## src/rtl/full_adder_16bit_if.sv

```systemverilog
// Operand/result bundle for the registered ripple-carry adder.
// The master drives operands and carry-in; the slave returns the registered sum and carry-out.
interface full_adder_16bit_if #(
  parameter int WIDTH = 16
);
  logic [WIDTH-1:0] a;
  logic [WIDTH-1:0] b;
  logic             cin;
  logic [WIDTH-1:0] s;
  logic             cout;

  modport master (output a, b, cin, input  s, cout);
  modport slave  (input  a, b, cin, output s, cout);
endinterface

```

## src/rtl/full_adder_16bit.sv

```systemverilog
// Registered WIDTH-bit ripple-carry adder built from a chain of single-bit full-adder cells.
// {cout,s} is A + B + CIN, registered with one cycle of latency and a synchronous active-low clear.
module fa_cell (
  input  logic a,
  input  logic b,
  input  logic ci,
  output logic s,
  output logic co
);
  logic p;
  assign p  = a ^ b;
  assign s  = p ^ ci;
  assign co = (a & b) | (ci & p);
endmodule

module full_adder_16bit #(
  parameter int WIDTH = 16
) (
  input  logic               clk,
  input  logic               rst_n,
  full_adder_16bit_if.slave  bus
);
  logic [WIDTH-1:0] op_a;
  logic [WIDTH-1:0] op_b;
  logic [WIDTH-1:0] sum;
  logic [WIDTH:0]   c;

  assign op_a = bus.a;
  assign op_b = bus.b;
  assign c[0] = bus.cin;

  // Bit i's carry-out feeds bit i+1's carry-in, forming a pure ripple chain.
  fa_cell u_cell [WIDTH-1:0] (
    .a  (op_a),
    .b  (op_b),
    .ci (c[WIDTH-1:0]),
    .s  (sum),
    .co (c[WIDTH:1])
  );

  logic [WIDTH-1:0] s_q;
  logic             cout_q;

  always_ff @(posedge clk) begin
    if (!rst_n) begin
      s_q    <= '0;
      cout_q <= 1'b0;
    end else begin
      s_q    <= sum;
      cout_q <= c[WIDTH];
    end
  end

  assign bus.s    = s_q;
  assign bus.cout = cout_q;
endmodule

```

## src/flat_wrapper.sv

```systemverilog
// flat-port wrapper written by rule: the top's interface ports become plain ports
module full_adder_16bit_flat 
#(
  parameter int WIDTH = 16
)
  (clk, rst_n, bus_a, bus_b, bus_cin, bus_s, bus_cout);
  full_adder_16bit_if #(.WIDTH(WIDTH)) bus_i ();
  input  logic clk;
  input  logic rst_n;
  input wire logic [$bits(bus_i.a)-1:0] bus_a;
  input wire logic [$bits(bus_i.b)-1:0] bus_b;
  input wire logic [$bits(bus_i.cin)-1:0] bus_cin;
  output wire logic [$bits(bus_i.s)-1:0] bus_s;
  output wire logic [$bits(bus_i.cout)-1:0] bus_cout;
  assign bus_i.a = bus_a;
  assign bus_i.b = bus_b;
  assign bus_i.cin = bus_cin;
  assign bus_s = bus_i.s;
  assign bus_cout = bus_i.cout;
  full_adder_16bit #(.WIDTH(WIDTH)) u_core (.clk(clk), .rst_n(rst_n), .bus(bus_i));
endmodule
```

## config.mk

```make
export PLATFORM = sky130hd
export DESIGN_NAME = full_adder_16bit_flat
export DESIGN_NICKNAME = d
export VERILOG_FILES = /design/src/rtl/full_adder_16bit_if.sv /design/src/rtl/full_adder_16bit.sv /design/src/flat_wrapper.sv
export SDC_FILE = /design/constraint.sdc
export NUM_CORES = 1
export LEC_CHECK = 0
export ABC_AREA = 1
export CAP_MARGIN = 40
export CORE_ASPECT_RATIO = 0.9
export CORE_MARGIN = 3
export CORE_UTILIZATION = 35
export DETAILED_ROUTE_END_ITERATION = 12
export GPL_TIMING_DRIVEN = 1
export HOLD_SLACK_MARGIN = 0.12
export PLACE_DENSITY = 0.83
export SYNTH_ARGS = -nofsm -noshare
export SYNTH_HDL_FRONTEND = slang
export SYNTH_SLANG_ARGS = --single-unit
```

## constraint.sdc

```tcl
create_clock -name clk -period 9.2 [get_ports clk]
set_input_delay 1.84 -clock clk [delete_from_list [all_inputs] [get_ports clk]]
set_output_delay 1.84 -clock clk [all_outputs]
set_load 0.01 [all_outputs]
```

==> reports/results.tsv <==
stage	metric	value	unit
outcome	status	completed	
critical_path	Worst EP required	9.43	ns
route	via count	624	
min_path	worst hold path class	input port to flip-flop	
floorplanning	Core ar.	2060	µm²
run	max_cap viols	0	
critical_path	most frequent cell on the critical path	fa_1	
critical_path	CP max-delay cell	fa_1	
cells_and_area	Layout Utilization	66.6	%
critical_path	slowest cell delay on critical path	0.45	ns
synth	Area contributors post-synth	dfxtp_1 42%, fa_1 39%, inv_1 10%	
synth	Mapped Cells	73	
synth	syn_nets	124	
critical_path	crit-path cells	clkdlybuf4s50_1 -> fa_1 -> fa_1 -> fa_1 -> fa_1 -> fa_1 -> fa_1 -> fa_1 -> fa_1 -> fa_1 -> inv_1 -> fa_1 -> inv_1 -> fa_1 -> fa_1 -> fa_1 -> fa_1 -> fa_1 -> inv_1 -> fa_1 -> nor2_1	
route	DRT Pass-1 Iters	4	
route	Post-DRT Antenna Nets	0	
global_routing	first-pass GRT wire length	2.70	mm
power_and_ir_drop	pwr dens	137	nW/µm²
clocking	TritonCTS Buffers	3	
sta	crit path time final	8.46	ns
critical_path	nature of the critical path endpoint	flip-flop	
sta	setup TNS	0	ns
clocking	H-tree depth	1	
clocking	CTS tree	done	
clocking	Hold Buf Count CTS	0	
route	WL final	1.70	mm
floorplanning	row count	15	
global_routing	largest net degree at the start of global routing	16	
floorplanning	Ports	52	
cells_and_area	net count reported at finish	179	
synth	Synth Register Bits	17	
clocking	total clock sinks	17	
sta	unrepaired setup endpoints after global routing	false	
synth	Synth top area share	41.6	%
cells_and_area	layout cells sized above 1	2.36	%
clocking	root buf cell	clkbuf_4	
critical_path	CP max FO	1	
clocking	postcts setup bufs	0	
sta	Slew Limit Fails	0	
critical_path	type of origin of the critical path	input port	
critical_path	cell depth of the worst setup path	21	
cells_and_area	Syn-to-layout area delta	68.0	%
placement	Port Buf Inserts	51	
sta	period utilisation layout	91.9	%
floorplanning	initial core utilization	39.6	%
synth	Syn Area/Cell	11.2	µm²
placement	dpl cells	148	
synth	sequential share of the synthesized area	41.6	%
cells_and_area	commonest non-fill, non-tap cell in the layout	clkdlybuf4s50_1	
placement	dpl hpwl	1.46	mm
synth	warning count from the yosys run	0	
route	DR WL/cell	11.2	µm
cells_and_area	antenna cells	0	
synth	Cell variety after synth	6	
floorplanning	Die ar.	2950	µm²
global_routing	grt ovf	0	
synth	area leader, netlist	dfxtp_1	
cells_and_area	most frequent cells in the layout	51 x clkdlybuf4s50_1, 22 x inv_1, 17 x dfxtp_1, 16 x fa_1, 14 x nand2_1	
global_routing	initial antenna violation count	0	
synth	Post-Syn Area	818	µm²
critical_path	CP arrival	8.69	ns
global_routing	vias in the first global route	643	
power_and_ir_drop	Leakage	0.000657	µW
placement	RePlAce Congestion	0.804	
sta	final hold viol count	0	
sta	Hold Slack	2.25	ns
placement	Place WS	0.399	ns
route	DR iter-0 viols	7	
route	vias per inst	4.11	
clocking	CTS resizes	0	
clocking	clock transition at the registers of the reported paths	0.10	ns
cells_and_area	final cell count without fillers	152	
critical_path	CP bufs+invs	4	
sta	final setup vio count	0	
clocking	Max clock buf depth	2	
route	Post-route DRC	0	
floorplanning	Die Y	51.9	µm
sta	Slew @ Worst Pin	0.524	ns
sta	Setup WS post-layout	0.741	ns
sta	Slew headroom	65.0	%
critical_path	Crit path max-delay family	adder cells	
floorplanning	Die Width	57.0	µm
global_routing	Global Route Usage Sum	12.5	%
critical_path	Setup CP Type	input port to flip-flop	
min_path	Hold Path Stages	4	
sta	Fmax	118	MHz
power_and_ir_drop	VDD IR max	0.0000872	V
## logic make-up (layout without fill, tap and decap cells)
| logic type | count (synthesis) | count (layout) | synth area share [%] |
|---|---|---|---|
| buf+inv | 23 | 77 | 11.5 |
| simple gates | 17 | 17 | 7.80 |
| flops | 17 | 17 | 41.6 |
| fa+ha+maj | 16 | 16 | 39.1 |
## cell usage after synthesis (all sizes together)
library cell   n
fa            16
inv           22
nand2         14
buf            1
dfxtp         17
nor2           3
## final timing paths
path,from,slack (ns),endpoint
worst min-delay path,bus_a[9],2.25,u_core.bus.s[9]
worst max-delay path,bus_cin,0.74,u_core.bus.s[15]
## report_power, final
group / switching (µW) / leakage (µW) / internal (µW) / total, µW
registers: 2.22 / 0.000142 / 83.0 / 85.2
logic: 25.0 / 0.000501 / 38.6 / 63.5
clock network: 22.4 / 0.0000150 / 16.8 / 39.2
total: 49.6 / 0.000657 / 138 / 188
## area by class of cell
class	instances	area, µm²
Tap cell	25	31.3
Timing Repair Buffer	51	510
Inverter	22	82.6
Multi-Input combinational cell	33	384
Fill cell	162	689
Sequential cell	17	340
Clock buffer	4	26.3
## routing by layer
metal / track usage (%) / vias to the layer above / share of wire [%]
met5: 0 / - / 0
met4: 4.63 / 0 / 0.82
met3: 5.71 / 2 / 13
met2: 20.0 / 37 / 48
met1: 14.7 / 281 / 38
li1: - / 304 / -
## through the flow
step / power (µW) / area (µm²)
2_1_floorplan: 111 / 818
3_3_place_gp: 149 / 1350
3_5_place_dp: 151 / 1350
4_1_cts: 191 / 1380
5_1_grt: 201 / 1380
6_report: 188 / 1380
## state kept, by name (all words and copies together), names as in the netlist
register         cells
u_core.bus.cout      1
u_core.bus.s        16
No activity file was read; power rests on OpenSTA's default activity.
